--- config.mk ---
export PLATFORM = sky130hd
export DESIGN_NAME = serial_frame_master
export DESIGN_NICKNAME = d
export VERILOG_FILES = /design/src/rtl/sfm_pkg.sv /design/src/rtl/sfm_halfdiv.sv /design/src/rtl/serial_frame_master.sv
export SDC_FILE = /design/constraint.sdc
export NUM_CORES = 1
export LEC_CHECK = 0
export BUFFER_PORTS_ARGS = -buffer_cell sky130_fd_sc_hd__buf_2
export CORE_MARGIN = 5
export CORE_UTILIZATION = 55
export DETAILED_ROUTE_END_ITERATION = 7
export GPL_TIMING_DRIVEN = 0
export PLACE_DENSITY = 0.78
export SETUP_SLACK_MARGIN = 0.3
export SYNTH_ARGS = -nofsm -noshare
export SYNTH_HDL_FRONTEND = slang
export SYNTH_HIERARCHICAL = 1
export SYNTH_SLANG_ARGS = --single-unit
--- constraint.sdc ---
create_clock -name clk -period 4.7 [get_ports clk]
set_clock_uncertainty 0.2 [all_clocks]
set_input_delay 0.705 -clock clk [delete_from_list [all_inputs] [get_ports clk]]
set_output_delay 0.705 -clock clk [all_outputs]
set_load 0.01 [all_outputs]
--- src/rtl/sfm_pkg.sv ---
// ----------------------------------------------------------------------------
// sfm_pkg
// Shared types and constants for the serial frame master.
//   sfm_state_t   : frame sequencer states
//   DIV_DEFAULT   : default sclk half-period in clk cycles
//   NBITS_DEFAULT : default bits per frame
//   CNT_W         : width of the half-period counter
// ----------------------------------------------------------------------------
package sfm_pkg;

    typedef enum logic [2:0] {
        IDLE   = 3'd0,
        SETUP  = 3'd1,
        BIT_LO = 3'd2,
        BIT_HI = 3'd3,
        HOLD   = 3'd4,
        DONE   = 3'd5
    } sfm_state_t;

    localparam int DIV_DEFAULT   = 5;
    localparam int NBITS_DEFAULT = 7;

    // HOLD lasts two half-periods, so the counter must hold 2*DIV-1 = 509
    // for the largest DIV of 255.
    localparam int CNT_W = 9;

endpackage

--- src/rtl/sfm_halfdiv.sv ---
// ----------------------------------------------------------------------------
// sfm_halfdiv
// Reloadable down-counter that times each sequencer phase.
//   clk      : system clock
//   reset    : asynchronous active-high reset, counter cleared to 0
//   load     : reload the counter with load_val this cycle
//   load_val : number of cycles in the new phase minus one
//   tick     : high during the last cycle of the current phase (count == 0)
// ----------------------------------------------------------------------------
module sfm_halfdiv
    import sfm_pkg::*;
(
    input  logic             clk,
    input  logic             reset,
    input  logic             load,
    input  logic [CNT_W-1:0] load_val,
    output logic             tick
);

    logic [CNT_W-1:0] count;

    always_ff @(posedge clk or posedge reset) begin
        if (reset) begin
            count <= '0;
        end else if (load) begin
            count <= load_val;
        end else if (count != '0) begin
            count <= count - 1'b1;
        end
    end

    assign tick = (count == '0);

endmodule

--- src/rtl/serial_frame_master.sv ---
// ----------------------------------------------------------------------------
// serial_frame_master
// Clocks one NBITS-bit frame out to a serial slave (LSB first on sin) while
// optionally capturing the slave's reply from sout.
//
// Handshake: start is looked at only while the block is idle (busy low). A
// start seen high in IDLE is accepted on that clock edge: tx_data is latched
// and busy rises the next cycle. busy stays high through the single-cycle
// done pulse; any start while busy (including the done cycle) is dropped.
//
// Parameters
//   DIV   : sclk half-period in clk cycles (2..255)
//   NBITS : bits per frame (1..16)
// Ports
//   clk, reset      : system clock, asynchronous active-high reset
//   start, tx_data  : frame request and payload
//   busy, done      : frame in progress, one-cycle end-of-frame pulse
//   rx_data         : bits captured from sout, updated in the done cycle
//   sclk, ce, sin   : serial clock (idle 1), active-low enable, serial data
//   sout            : serial data from the slave
//   state           : current sequencer state, for observation
// Build option
//   SFM_RX_CAPTURE_EN : when defined, sout is sampled into rx_data; when
//                       undefined rx_data is tied to 0 and sout is ignored.
// ----------------------------------------------------------------------------
module serial_frame_master
    import sfm_pkg::*;
#(
    parameter int DIV   = DIV_DEFAULT,
    parameter int NBITS = NBITS_DEFAULT
) (
    input  logic             clk,
    input  logic             reset,
    input  logic             start,
    input  logic [NBITS-1:0] tx_data,
    output logic             busy,
    output logic             done,
    output logic [NBITS-1:0] rx_data,
    output logic             sclk,
    output logic             ce,
    output logic             sin,
    input  logic             sout,
    output sfm_state_t       state
);

    localparam int               IDX_W     = (NBITS > 1) ? $clog2(NBITS) : 1;
    localparam logic [IDX_W-1:0] LAST_IDX  = IDX_W'(NBITS - 1);
    localparam logic [CNT_W-1:0] HALF_LOAD = CNT_W'(DIV - 1);
    localparam logic [CNT_W-1:0] HOLD_LOAD = CNT_W'(2 * DIV - 1);

    sfm_state_t       state_q, state_d;
    logic [IDX_W-1:0] idx_q, idx_d;
    logic [NBITS-1:0] tx_q;
    logic             accept;
    logic             load;
    logic [CNT_W-1:0] load_val;
    logic             tick;

    sfm_halfdiv u_halfdiv (
        .clk      (clk),
        .reset    (reset),
        .load     (load),
        .load_val (load_val),
        .tick     (tick)
    );

    // Next-state logic. Every state change reloads the phase counter, so
    // each phase starts with a full count regardless of where it came from.
    always_comb begin
        state_d  = state_q;
        idx_d    = idx_q;
        accept   = 1'b0;
        load     = 1'b0;
        load_val = HALF_LOAD;
        case (state_q)
            IDLE: begin
                if (start) begin
                    accept  = 1'b1;
                    idx_d   = '0;
                    state_d = SETUP;
                end
            end
            SETUP: begin
                if (tick) state_d = BIT_LO;
            end
            BIT_LO: begin
                if (tick) state_d = BIT_HI;
            end
            BIT_HI: begin
                if (tick) begin
                    if (idx_q != LAST_IDX) begin
                        idx_d   = idx_q + 1'b1;
                        state_d = BIT_LO;
                    end else begin
                        state_d = HOLD;
                    end
                end
            end
            HOLD: begin
                if (tick) state_d = DONE;
            end
            DONE: begin
                state_d = IDLE;
            end
            default: begin
                state_d = IDLE;
            end
        endcase
        load = (state_d != state_q);
        if (state_d == HOLD) load_val = HOLD_LOAD;
    end

    always_ff @(posedge clk or posedge reset) begin
        if (reset) begin
            state_q <= IDLE;
            idx_q   <= '0;
            tx_q    <= '0;
        end else begin
            state_q <= state_d;
            idx_q   <= idx_d;
            if (accept) tx_q <= tx_data;
        end
    end

    // Outputs are registered from the next state so they line up exactly
    // with state_q and change only on clock edges (no sclk glitches).
    always_ff @(posedge clk or posedge reset) begin
        if (reset) begin
            busy <= 1'b0;
            done <= 1'b0;
            sclk <= 1'b1;
            ce   <= 1'b1;
            sin  <= 1'b0;
        end else begin
            busy <= (state_d != IDLE);
            done <= (state_d == DONE);
            sclk <= (state_d != BIT_LO);
            ce   <= (state_d == IDLE) || (state_d == DONE);
            sin  <= ((state_d == BIT_LO) || (state_d == BIT_HI)) ? tx_q[idx_d] : 1'b0;
        end
    end

    assign state = state_q;

`ifdef SFM_RX_CAPTURE_EN
    logic [NBITS-1:0] shadow;
    logic [NBITS-1:0] rx_q;

    // sout is sampled at the end of the high phase, after the slave has had
    // a full half-period to drive it following the sclk rise.
    always_ff @(posedge clk or posedge reset) begin
        if (reset) begin
            shadow <= '0;
            rx_q   <= '0;
        end else begin
            if ((state_q == BIT_HI) && tick) shadow[idx_q] <= sout;
            if (state_d == DONE) rx_q <= shadow;
        end
    end

    assign rx_data = rx_q;
`else
    logic unused_sout;
    assign unused_sout = sout;
    assign rx_data     = '0;
`endif

endmodule
==> results of run 1 <==
worst paths after layout:
check | start | endpoint | slack [ps] | cells after the start
max in group asynchronous | reset | state[2] | 3590 | 2
setup / recovery | u_halfdiv/count[0] | sin | 1290 | 13
hold / removal | reset | u_halfdiv/count[6] | 140 | 2
hold reg to reg | tx_q[6] | tx_q[6] | 320 | 2
setup reg to reg | u_halfdiv/count[0] | sin | 1290 | 13
min in group clk | tx_q[6] | tx_q[6] | 320 | 2
flip-flops by register name (all words and copies together), names as in the netlist:
| signal | cells |
|---|---|
| ce | 1 |
| busy | 1 |
| sclk | 1 |
| done | 1 |
| state | 3 |
| tx_q | 7 |
| idx_q | 3 |
| sin | 1 |
| u_halfdiv/count | 9 |
routing by layer:
| layer | up-vias | track usage | routed length (um) |
|---|---|---|---|
| met5 | - | 0 | 0 |
| met1 | 655 | 0.225 | 1540 |
| met3 | 4 | 0.0280 | 207 |
| li1 | 698 | - | - |
| met2 | 44 | 0.280 | 1470 |
| met4 | 0 | 0.0396 | 23 |
cell usage in the layout (no fill, tap or decap), drive strengths merged, types with 2 or more instances in the layout:
master	netlist	routed
inv	16	16
nor4	2	2
nand2	32	32
buf	16	33
or4b	2	2
a31o	2	2
conb	1	13
nor2	13	13
a311oi	2	2
nor4b	3	3
a21oi	11	11
o21ai	9	9
clkbuf	1	5
o211ai	3	3
dfstp	2	2
nor3	7	7
a211oi	2	2
a31oi	4	4
mux2i	3	3
dfrtp	25	25
ha	3	3
xnor2	2	2
nand3	2	2
o31ai	4	4
nand2b	2	2
through the flow:
step / hold slack [ps] / util
after global placement: 269 / 0.640
after detailed placement: 289 / 0.640
final: 143 / 0.649
after CTS: 145 / 0.649
after floorplan: 238 / -
after global routing: 164 / 0.649
cell families after synthesis:
group           count (synthesis)  synth area share
other cells                     1           0.00231
buf+inv                        33             0.111
simple gates                   69             0.215
mux                             3            0.0208
flops                          27             0.417
fa+ha+maj                       3            0.0231
compound gates                 47             0.200
xor+xnor                        2            0.0108
synth_stat cells (2+ instances only):
library cell               count  area (um2)
sky130_fd_sc_hd__or4b_1        2        20.0
sky130_fd_sc_hd__a311oi_1      2        17.5
sky130_fd_sc_hd__dfstp_2       2        52.6
sky130_fd_sc_hd__nand2b_1      2        12.5
sky130_fd_sc_hd__o31ai_1       4        30.0
sky130_fd_sc_hd__a21oi_1      10        50.1
sky130_fd_sc_hd__a31oi_1       4        25.0
sky130_fd_sc_hd__dfrtp_1      25         626
sky130_fd_sc_hd__xnor2_1       2        17.5
sky130_fd_sc_hd__a31o_2        2        17.5
sky130_fd_sc_hd__o21ai_0       9        45.0
sky130_fd_sc_hd__mux2i_1       2        20.0
sky130_fd_sc_hd__inv_1        16        60.1
sky130_fd_sc_hd__nor4_1        2        12.5
sky130_fd_sc_hd__nor3_1        7        35.0
sky130_fd_sc_hd__buf_6         2        22.5
sky130_fd_sc_hd__buf_4        10        75.1
sky130_fd_sc_hd__nand2_1      31         116
sky130_fd_sc_hd__nor2_1       13        48.8
sky130_fd_sc_hd__o211ai_1      3        22.5
sky130_fd_sc_hd__nor4b_1       2        17.5
sky130_fd_sc_hd__buf_2         3        15.0
sky130_fd_sc_hd__nand3_1       2        10.0
sky130_fd_sc_hd__ha_1          3        37.5
power groups by stage:
| stage | Combinational (mW) | Clock [mW] | Sequential, mW |
|---|---|---|---|
| 4_1_cts | 0.313 | 0.102 | 0.413 |
| 3_5_place_dp | 0.311 | 0 | 0.417 |
| 3_3_place_gp | 0.297 | 0 | 0.412 |
| 6_report | 0.313 | 0.0994 | 0.416 |
| 5_1_grt | 0.355 | 0.112 | 0.434 |
| 2_1_floorplan | 0.252 | 0 | 0.397 |
area by class of cell:
| class | instances | area (um2) | share of cell area |
|---|---|---|---|
| plain buffers | 17 | 120 | 0.0659 |
| clock buffers | 4 | 26.3 | 0.0144 |
| flip-flops and latches | 27 | 678 | 0.372 |
| well taps | 31 | 38.8 | 0.0213 |
| repair buffers | 17 | 85.1 | 0.0467 |
| multi-input cells | 137 | 813 | 0.446 |
| inverters | 16 | 60.1 | 0.0330 |
==> flow_summary.rst, run 1 <==
.. list-table::
   :header-rows: 1

   * - Metric
     - Value
   * - Outcome
     - finished, final reports clean
   * - Cell breakdown of the critical path
     - inv_1 -> ha_1 -> or4b_1 -> buf_2 -> nor2_1 -> buf_2 -> and4b_1 -> buf_6 -> a21oi_2 -> a211oi_2 -> a211oi_1 -> a311o_1 -> and3_1
   * - Number of failing setup endpoints in the final timing report
     - 0
   * - CP Data Arrival Time
     - between 3000 and 4000 ps
   * - Average wire per standard cell
     - about 13 um
   * - Total iterations of the first detailed-routing run
     - 4
   * - Antenna cell count
     - 0
   * - Req. time, crit path
     - 4730 ps
   * - Clock tree from TritonCTS
     - done
   * - Minimum setup slack after placement
     - 1360 ps
   * - Pwr Density
     - between 400 and 500 nW/um2
   * - Setup TNS after final layout
     - 0 ps
   * - Root cell of the clock tree
     - sky130_fd_sc_hd__clkbuf_4
   * - Crit path setup slack, layout
     - roughly 1300 ps
   * - Worst slew margin relative to its limit
     - 0.509
   * - CP max-delay cell
     - sky130_fd_sc_hd__or4b_1
   * - Post-synthesis instance area
     - approximately 1600 um2
   * - Tightest Hold Check Type
     - primary input to asynchronous set/reset pin
   * - Combinational group share of total power
     - 0.377
   * - Flop and latch count out of synthesis
     - 27
   * - RSZ-0062 raised after global routing
     - no
   * - Critical path's top delay family
     - simple AND/OR/NAND/NOR gates
   * - CTS H-Tree Depth
     - 1
   * - Fillers
     - roughly 230
   * - IO Pins
     - 26
   * - FFs w/ async S/R, synth
     - 1.00
   * - Post-synth EDFFs
     - 0
   * - Post-layout total power
     - 0.828 mW
   * - Critical path peak fanout
     - 9
   * - Placed Cells
     - approximately 250
   * - Ratio of cells with drive above 1 in the final layout
     - 0.211
   * - GRT overflow
     - 0
   * - Hold-fix buffer count after cts
     - 0
   * - Worst voltage drop across the vdd grid
     - 0.000220 V
   * - Total count of hold-check failures in the final report
     - 0
   * - Tmin final
     - 3410 ps
   * - Period utilization
     - 0.725
   * - Initial antenna violation count
     - 0
   * - Mean post-synth cell area
     - 8.79 um2
   * - Global-route wire length before repair
     - 5650 um
   * - Post-CTS clock slew at the launch and capture registers of the worst setup and hold paths
     - roughly 150 ps
   * - Die ar.
     - a little over 4000 um2
   * - Sequential share of the synthesized area
     - 0.417
   * - Count of cells resized by post-cts repair
     - 0
   * - Post-DR vias/cell
     - roughly 5.6
   * - Post-route design area
     - ~1800 um2
   * - Slowest stage delay, CP
     - between 400 and 500 ps
   * - Launching element type of the critical path
     - flop
   * - Leading register cell type out of synthesis
     - sky130_fd_sc_hd__dfrtp_1
   * - Switching power
     - around 0.33 mW
   * - Area added between synthesis and finish
     - 12.0%
   * - Count of distinct cell types in the synthesized netlist
     - 49
   * - Core box area
     - around 2800 um2
   * - Switching Fraction
     - 0.399
   * - Clock sinks
     - 27
   * - Die outline width
     - between 60 and 70 um
   * - Max-slew violation total from the final report
     - 0
   * - Quantity of I/O buffers inserted on ports
     - 17
   * - Clock insertion delay at the later pin of the skew report
     - roughly 320 ps
   * - Flop pwr share
     - 0.503
   * - Number of buffers on the longest clock path
     - 2
   * - Number of placement rows
     - 19
   * - Routed wire length
     - approximately 3200 um
   * - Post-detailed-route count of antenna-violating nets
     - 0
   * - Post-layout nets
     - approximately 230
   * - Kind of critical path
     - flop to flop
   * - Final estimated routing congestion in global placement
     - 0.829
   * - Residual DRC count
     - 0
   * - DRT iter0 DRCs
     - a little under 80
   * - Dpl hpwl
     - about 2400 um
   * - Buffering stage count on the worst path with inverters included
     - 4
   * - Effective utilization at floorplan
     - 0.580
   * - Maximum number of pins on one net before global-route repair
     - 19
   * - Actual slew at the worst max-slew pin
     - between 700 and 800 ps
   * - Area of placed instances
     - around 1800 um2
   * - Number of global-route vias before repair
     - ~1,300
   * - Global Route Usage Sum
     - 0.167
   * - Ys Warns
     - 6
   * - Internal power
     - 0.498 mW
   * - Cell type with the highest occurrence count on the critical path
     - sky130_fd_sc_hd__buf_2
   * - Via Count
     - roughly 1,400
   * - Number of buffers created by CTS
     - 3
   * - Number of standard cells in the layout, taps in and fillers out
     - 249
   * - Critical Path Sink Type
     - flop
   * - Number of violations of the max-capacitance limit
     - 0
   * - Gate count after technology mapping
     - roughly 190
   * - Max Clock Freq
     - ~290 MHz
   * - Height of the die
     - 64.4 um
   * - Share of total power in the clock network
     - 0.120
   * - Post-CTS Setup Repair Bufs
     - 0
   * - Leakage power
     - about 0.87 nW
Note: power is estimated with default switching activity, not from simulation.
==> run 2, diff against run 1 <==
- clock period: 4.7 -> 3.2 ns (I/O delays scaled with it)
==> run 2 against run 1 <==
Cell count rose by 5.2%. First-iteration DRC count rose by 74%. Sequential share of layout area down 3.0 points. Largest power group unchanged. Highest routed layer unchanged.
==> flow_summary.rst, run 2 (same netlist as run 1, synthesis figures left out) <==
.. list-table::
   :header-rows: 1

   * - Metric
     - Value
   * - Flip-flop count of the largest register, all copies and words added
     - 9
   * - Final hold slack
     - about 130 ps
   * - Post-layout nets
     - 246
   * - Height of the die
     - approximately 64 um
   * - Max-slew violation total from the final report
     - 0
   * - Leakage power
     - 0.949 nW
   * - Global-route wire length before repair
     - between 6000 and 7000 um
   * - Worst slew margin relative to its limit
     - 0.516
   * - Cell breakdown of the critical path
     - inv_2 -> ha_4 -> or4b_4 -> buf_6 -> nor2_4 -> buf_6 -> and4b_1 -> buf_6 -> a21oi_1 -> mux2i_1 -> a211oi_2 -> a311o_1 -> and3_1
   * - GRT overflow
     - 0
   * - Post-CTS clock slew at the launch and capture registers of the worst setup and hold paths
     - ~150 ps
   * - IO Pins
     - 26
   * - Slowest stage delay, CP
     - 450 ps
   * - Number of global-route vias before repair
     - between 1,000 and 1,500
   * - Tmin final
     - between 2000 and 3000 ps
   * - Tightest Hold Check Type
     - primary input to flop
   * - Reg with most FFs
     - u_halfdiv/count
   * - Post-DR vias/cell
     - just under 6
   * - Root cell of the clock tree
     - sky130_fd_sc_hd__clkbuf_4
   * - Critical path's top delay family
     - simple AND/OR/NAND/NOR gates
   * - Critical path peak fanout
     - 5
   * - Antenna cell count
     - 0
   * - Number of buffers created by CTS
     - 3
   * - Number of violations of the max-capacitance limit
     - 0
   * - Initial antenna violation count
     - 0
   * - Setup TNS after final layout
     - 0 ps
   * - CP Data Arrival Time
     - 2960 ps
   * - Total iterations of the first detailed-routing run
     - 4
   * - Outcome
     - finished, final reports clean
   * - Residual DRC count
     - 0
   * - Actual slew at the worst max-slew pin
     - roughly 720 ps
   * - Worst voltage drop across the vdd grid
     - 0.000450 V
   * - Critical Path Sink Type
     - flop
   * - Total count of hold-check failures in the final report
     - 0
   * - Average wire per standard cell
     - around 14 um
   * - Effective utilization at floorplan
     - 0.580
   * - Ratio of cells with drive above 1 in the final layout
     - 0.294
   * - Die outline width
     - 64.4 um
   * - Die ar.
     - 4140 um2
   * - Clock tree from TritonCTS
     - done
   * - Most frequent standard cell in the layout excluding fill and tap cells
     - sky130_fd_sc_hd__nand2_1
   * - RSZ-0062 raised after global routing
     - yes
   * - Buffering stage count on the worst path with inverters included
     - 4
   * - Cell type with the highest occurrence count on the critical path
     - sky130_fd_sc_hd__buf_6
   * - Period utilization
     - 0.915
   * - Clock sinks
     - 27
   * - Number of buffers on the longest clock path
     - 2
   * - Maximum number of pins on one net before global-route repair
     - 19
   * - Core box area
     - about 2800 um2
   * - Regs by FF count
     - u_halfdiv/count: 9 flops, tx_q: 7 flops
   * - Dpl hpwl
     - about 2600 um
   * - Global Route Usage Sum
     - 0.199
   * - Number of placement rows
     - 19
   * - Pwr Density
     - between 600 and 700 nW/um2
   * - Final estimated routing congestion in global placement
     - around 0.8
   * - DRT iter0 DRCs
     - 136
   * - CTS H-Tree Depth
     - 1
   * - Quantity of I/O buffers inserted on ports
     - 17
   * - Via Count
     - between 1,500 and 2,000
   * - Routed wire length
     - about 3700 um
   * - Area added between synthesis and finish
     - 21.8%
   * - Launching element type of the critical path
     - flop
   * - Req. time, crit path
     - around 3200 ps
   * - Number of failing setup endpoints in the final timing report
     - 0
   * - CP max-delay cell
     - sky130_fd_sc_hd__or4b_4
   * - Most used cells in the layout excluding fill and tap cells
     - 31 x sky130_fd_sc_hd__nand2_1, 25 x sky130_fd_sc_hd__dfrtp_1, 22 x sky130_fd_sc_hd__buf_4
   * - Clock insertion delay at the later pin of the skew report
     - 330 ps
   * - Kind of critical path
     - flop to flop
   * - Post-detailed-route count of antenna-violating nets
     - 0
   * - Max Clock Freq
     - ~340 MHz
run 2: cell count changes in the layout (fill, tap and decap cells not counted), moves of 2 or more:
cell,previous run,this run
sky130_fd_sc_hd__nor2_1,13,11
sky130_fd_sc_hd__inv_2,0,2
sky130_fd_sc_hd__clkbuf_2,0,2
sky130_fd_sc_hd__buf_2,20,18
sky130_fd_sc_hd__buf_4,10,22
sky130_fd_sc_hd__buf_6,2,4
sky130_fd_sc_hd__inv_1,16,14
run 2: path summary, 6_finish.rpt:
kind	startpoint	end	slack, ps	cells after the start
setup / recovery	u_halfdiv/count[0]	sin	270	13
hold / removal	tx_data[4]	tx_q[4]	130	3
setup reg to reg	u_halfdiv/count[0]	sin	270	13
hold reg to reg	tx_q[3]	tx_q[3]	330	2
max in group asynchronous	reset	tx_q[0]	1730	3
min in group asynchronous	reset	u_halfdiv/count[3]	450	3
run 2: power by group:
part           internal [mW]  total [mW]  switching (mW)
Combinational          0.275       0.562           0.287
Clock                 0.0490       0.153           0.104
Sequential             0.463       0.617           0.155
Total                  0.787        1.33           0.546
run 2: per-stage QoR:
| step | cells | cell area (um2) | power [mW] | utilization | setup slack [ps] |
|---|---|---|---|---|---|
| finish | 262 | 1980 | 1.33 | 0.706 | 273 |
| global placement | 245 | 1820 | 1.06 | 0.649 | 114 |
| detailed placement | 245 | 1820 | 1.09 | 0.649 | 76.9 |
| floorplan | 197 | 1700 | 0.963 | - | 307 |
| CTS | 260 | 1950 | 1.30 | 0.696 | 253 |
| global route | 262 | 1980 | 1.44 | 0.706 | 165 |
run 2: layout make-up:
cell class	instances	area [um2]
tap	31	38.8
multi-input combinational	137	857
inverter	16	60.1
clock buffer	4	26.3
sequential	27	678
fill	218	825
buffer	17	135
timing repair buffer	30	185
run 2: timing repair:
action,CTS,global route
gates cloned,0,0
buffers inserted,10,2
hold buffers,1,0
pin swaps,5,3
gates resized for setup,5,5
endpoints found under the hold margin,9,0
setup endpoints to repair,9,10
run 2: routing by layer:
metal  track usage  share of wire  wire [um]
met1         0.269           0.47       1760
met2         0.320           0.45       1700
met3        0.0315          0.052        194
met4        0.0792          0.024         91
met5             0              0          0
run 2: worst register-to-register path, stage by stage (launching register included):
cell and delay [ps]:
sky130_fd_sc_hd__dfrtp_1 420, sky130_fd_sc_hd__inv_2 90, sky130_fd_sc_hd__ha_4 140, sky130_fd_sc_hd__or4b_4 450, sky130_fd_sc_hd__buf_6 140, sky130_fd_sc_hd__nor2_4 90
sky130_fd_sc_hd__buf_6 110, sky130_fd_sc_hd__and4b_1 210, sky130_fd_sc_hd__buf_6 130, sky130_fd_sc_hd__a21oi_1 70, sky130_fd_sc_hd__mux2i_1 220, sky130_fd_sc_hd__a211oi_2 90
sky130_fd_sc_hd__a311o_1 280, sky130_fd_sc_hd__and3_1 180
==> run 3, diff against run 2 <==
- PLACE_DENSITY: 0.78 -> 0.79
- SYNTH_HIERARCHICAL: 1 -> unset
==> run 3 against run 2 <==
Clock power shrank 3%. Largest cell class unchanged. Die area shrank 7.5%. Non-clock buffer count shrank 18. Worst setup slack gained 420 ps. Critical endpoint unchanged. Critical path type unchanged.
==> flow_summary.rst, run 3 <==
.. list-table::
   :header-rows: 1

   * - Metric
     - Value
   * - Outcome
     - finished, final reports clean
   * - Placed Cells
     - between 200 and 250
   * - Quantity of I/O buffers inserted on ports
     - 17
   * - Critical path peak fanout
     - 5
   * - Clock insertion delay at the later pin of the skew report
     - 330 ps
   * - Slowest stage delay, CP
     - 430 ps
   * - Proportion of netlist area held by the largest area contributor
     - 0.422
   * - Number of placement rows
     - 18
   * - Post-detailed-route count of antenna-violating nets
     - 0
   * - Ratio of cells with drive above 1 in the final layout
     - 0.249
   * - Period utilization
     - 0.782
   * - Global Route Usage Sum
     - 0.156
   * - Area of the multi-input gates
     - 706 um2
   * - Most frequently used cell type in the post-synthesis netlist
     - sky130_fd_sc_hd__nand2_1
   * - Residual DRC count
     - 0
   * - Number of buffers created by CTS
     - 3
   * - Leakage power
     - 0.807 nW
   * - Tightest Hold Check Type
     - primary input to flop
   * - Clock tree from TritonCTS
     - done
   * - IO Pins
     - 26
   * - Top post-synthesis cells by area
     - sky130_fd_sc_hd__dfrtp_1 42%, sky130_fd_sc_hd__nand2_1 8.1%, sky130_fd_sc_hd__buf_4 3.5%, sky130_fd_sc_hd__dfstp_2 3.5%, sky130_fd_sc_hd__ha_1 3.4%
   * - Buffering stage count on the worst path with inverters included
     - 1
   * - Dpl hpwl
     - approximately 2100 um
   * - CP max-delay cell
     - sky130_fd_sc_hd__dfrtp_1
   * - Routed wire length
     - between 2000 and 3000 um
   * - Number of failing setup endpoints in the final timing report
     - 0
   * - Root cell of the clock tree
     - sky130_fd_sc_hd__clkbuf_4
   * - Ys Warns
     - 0
   * - DRT iter0 DRCs
     - 49
   * - Post-synth EDFFs
     - 0
   * - Leading area contributor after synthesis
     - sky130_fd_sc_hd__dfrtp_1
   * - Total count of hold-check failures in the final report
     - 0
   * - Sequential share of the synthesized area
     - 0.457
   * - Flip-flop count of the largest register, all copies and words added
     - 9
   * - Count of cells resized by post-cts repair
     - 0
   * - Fillers
     - between 200 and 250
   * - Tmin final
     - about 2500 ps
   * - Gate count after technology mapping
     - 150
   * - Critical Path Sink Type
     - flop
   * - Average wire per standard cell
     - 13.3 um
   * - Die ar.
     - 3830 um2
   * - Reg with most FFs
     - u_halfdiv.count
   * - Global-route wire length before repair
     - ~4400 um
   * - Most frequent standard cell in the layout excluding fill and tap cells
     - sky130_fd_sc_hd__nand2_1
   * - Worst slew margin relative to its limit
     - 0.327
   * - Core box area
     - between 2000 and 3000 um2
   * - Area added between synthesis and finish
     - 11.6%
   * - Post-layout nets
     - slightly below 200
   * - Kind of critical path
     - flop to flop
   * - Leading cell types by count after synthesis
     - 32 x sky130_fd_sc_hd__nand2_1, 25 x sky130_fd_sc_hd__dfrtp_1, 11 x sky130_fd_sc_hd__nor2_1
   * - Final estimated routing congestion in global placement
     - about 0.78
   * - Flop and latch count out of synthesis
     - 27
   * - Die outline width
     - roughly 62 um
   * - CTS H-Tree Depth
     - 1
   * - Setup TNS after final layout
     - 0 ps
   * - Leading register cell type out of synthesis
     - sky130_fd_sc_hd__dfrtp_1
   * - Antenna cell count
     - 0
   * - Post-route design area
     - 1660 um2
   * - Height of the die
     - 61.9 um
   * - Post-CTS clock slew at the launch and capture registers of the worst setup and hold paths
     - around 150 ps
   * - RSZ-0062 raised after global routing
     - no
   * - Cell breakdown of the critical path
     - inv_1 -> ha_1 -> nor4b_4 -> nand4_1 -> mux2i_2 -> o311ai_0 -> o31a_1 -> o311a_1
   * - FFs w/ async S/R, synth
     - 1.00
   * - Number of global-route vias before repair
     - between 1,000 and 1,500
   * - Initial antenna violation count
     - 0
   * - Number of violations of the max-capacitance limit
     - 0
   * - Maximum number of pins on one net before global-route repair
     - 28
   * - Final hold slack
     - around 130 ps
   * - Post-synthesis instance area
     - around 1500 um2
   * - Most used cells in the layout excluding fill and tap cells
     - 32 x sky130_fd_sc_hd__nand2_1, 25 x sky130_fd_sc_hd__dfrtp_1, 18 x sky130_fd_sc_hd__buf_2
   * - Post-DR vias/cell
     - between 5 and 6
   * - Post-CTS Setup Repair Bufs
     - 0
   * - Launching element type of the critical path
     - flop
   * - Max Clock Freq
     - about 400 MHz
   * - Req. time, crit path
     - 3220 ps
   * - Critical path's top delay family
     - compound AO/OA/AOI/OAI gates
   * - Clock sinks
     - 27
   * - Pwr Density
     - 810 nW/um2
   * - GRT overflow
     - 0
   * - Number of standard cells in the layout, taps in and fillers out
     - about 210
   * - Regs by FF count
     - u_halfdiv.count: 9 flops, tx_q: 7 flops
   * - Mean post-synth cell area
     - 9.88 um2
   * - Worst voltage drop across the vdd grid
     - ~0.00054 V
   * - Effective utilization at floorplan
     - 0.588
   * - CP Data Arrival Time
     - between 2000 and 3000 ps
   * - Number of buffers on the longest clock path
     - 2
   * - Via Count
     - roughly 1,100
   * - Footprint of the flip-flops and latches
     - 678 um2
   * - Max-slew violation total from the final report
     - 0
   * - Actual slew at the worst max-slew pin
     - slightly above 1000 ps
   * - Post-layout total power
     - about 1.3 mW
   * - Hold-fix buffer count after cts
     - 0
   * - Total iterations of the first detailed-routing run
     - 4
   * - Area of placed instances
     - 1630 um2
   * - Count of distinct cell types in the synthesized netlist
     - between 40 and 50
## run 3: cell count changes in the layout (fill, tap and decap cells not counted), moves of 4 or more
cell and change:
sky130_fd_sc_hd__buf_4 -15, sky130_fd_sc_hd__inv_1 -7, sky130_fd_sc_hd__a21oi_1 -7, sky130_fd_sc_hd__conb_1 -6, sky130_fd_sc_hd__a31oi_1 -4, sky130_fd_sc_hd__o31ai_1 -4, sky130_fd_sc_hd__o21ai_0 -5
## run 3: worst paths after layout
kind | from | slack (ps) | depth (start not counted) | endpoint
worst max-delay path | u_halfdiv.count[0] | 700 | 8 | sin
worst min-delay path | tx_data[4] | 130 | 3 | tx_q[4]
worst max register to register | u_halfdiv.count[0] | 700 | 8 | sin
worst min register to register | tx_q[3] | 300 | 2 | tx_q[3]
max in group asynchronous | reset | 2030 | 2 | u_halfdiv.count[0]
min in group asynchronous | reset | 170 | 2 | idx_q[2]
## run 3: kinds of logic (layout without fill, tap and decap cells)
| logic type | after synthesis | after routing | synth area share |
|---|---|---|---|
| other | 1 | 7 | 0.00253 |
| adder cells (fa/ha/maj) | 4 | 4 | 0.0338 |
| buffers and inverters | 19 | 40 | 0.0819 |
| multiplexers | 5 | 5 | 0.0481 |
| AND/OR/NAND/NOR | 68 | 68 | 0.243 |
| flip-flops | 27 | 27 | 0.457 |
| AO/OA/AOI/OAI | 20 | 20 | 0.0979 |
| XOR/XNOR | 6 | 6 | 0.0354 |
## run 3: through the flow
| stage | utilization | setup slack [ps] |
|---|---|---|
| 2_1_floorplan | - | 935 |
| 3_3_place_gp | 0.645 | 819 |
| 3_5_place_dp | 0.645 | 720 |
| 4_1_cts | 0.656 | 700 |
| 5_1_grt | 0.656 | 564 |
| 6_report | 0.656 | 698 |
## run 3: per-layer routing
layer,vias up,track usage,share of wire
met5,-,0,0
met4,0,0.0606,0.011
met3,3,0.0186,0.048
met2,29,0.286,0.52
met1,541,0.185,0.42
li1,553,-,-
## run 3: power by group
| part | internal, mW | switching (mW) | total [mW] |
|---|---|---|---|
| sequential | 0.484 | 0.141 | 0.625 |
| combinational | 0.265 | 0.302 | 0.567 |
| clock | 0.0469 | 0.103 | 0.149 |
| total | 0.796 | 0.546 | 1.34 |
## run 3: worst min-delay path, stage by stage
cell and delay (ps):
sky130_fd_sc_hd__buf_2 80, sky130_fd_sc_hd__nand2_1 40, sky130_fd_sc_hd__nand2_1 40
## run 3: final cells by class
cell class                      instances  share of cell area
Multi-Input combinational cell        110               0.426
Sequential cell                        27               0.410
Clock buffer                            3              0.0136
Clock inverter                          1             0.00302
Inverter                                7              0.0159
Buffer                                 12              0.0574
Timing Repair Buffer                   17              0.0514
Tap cell                               30              0.0227
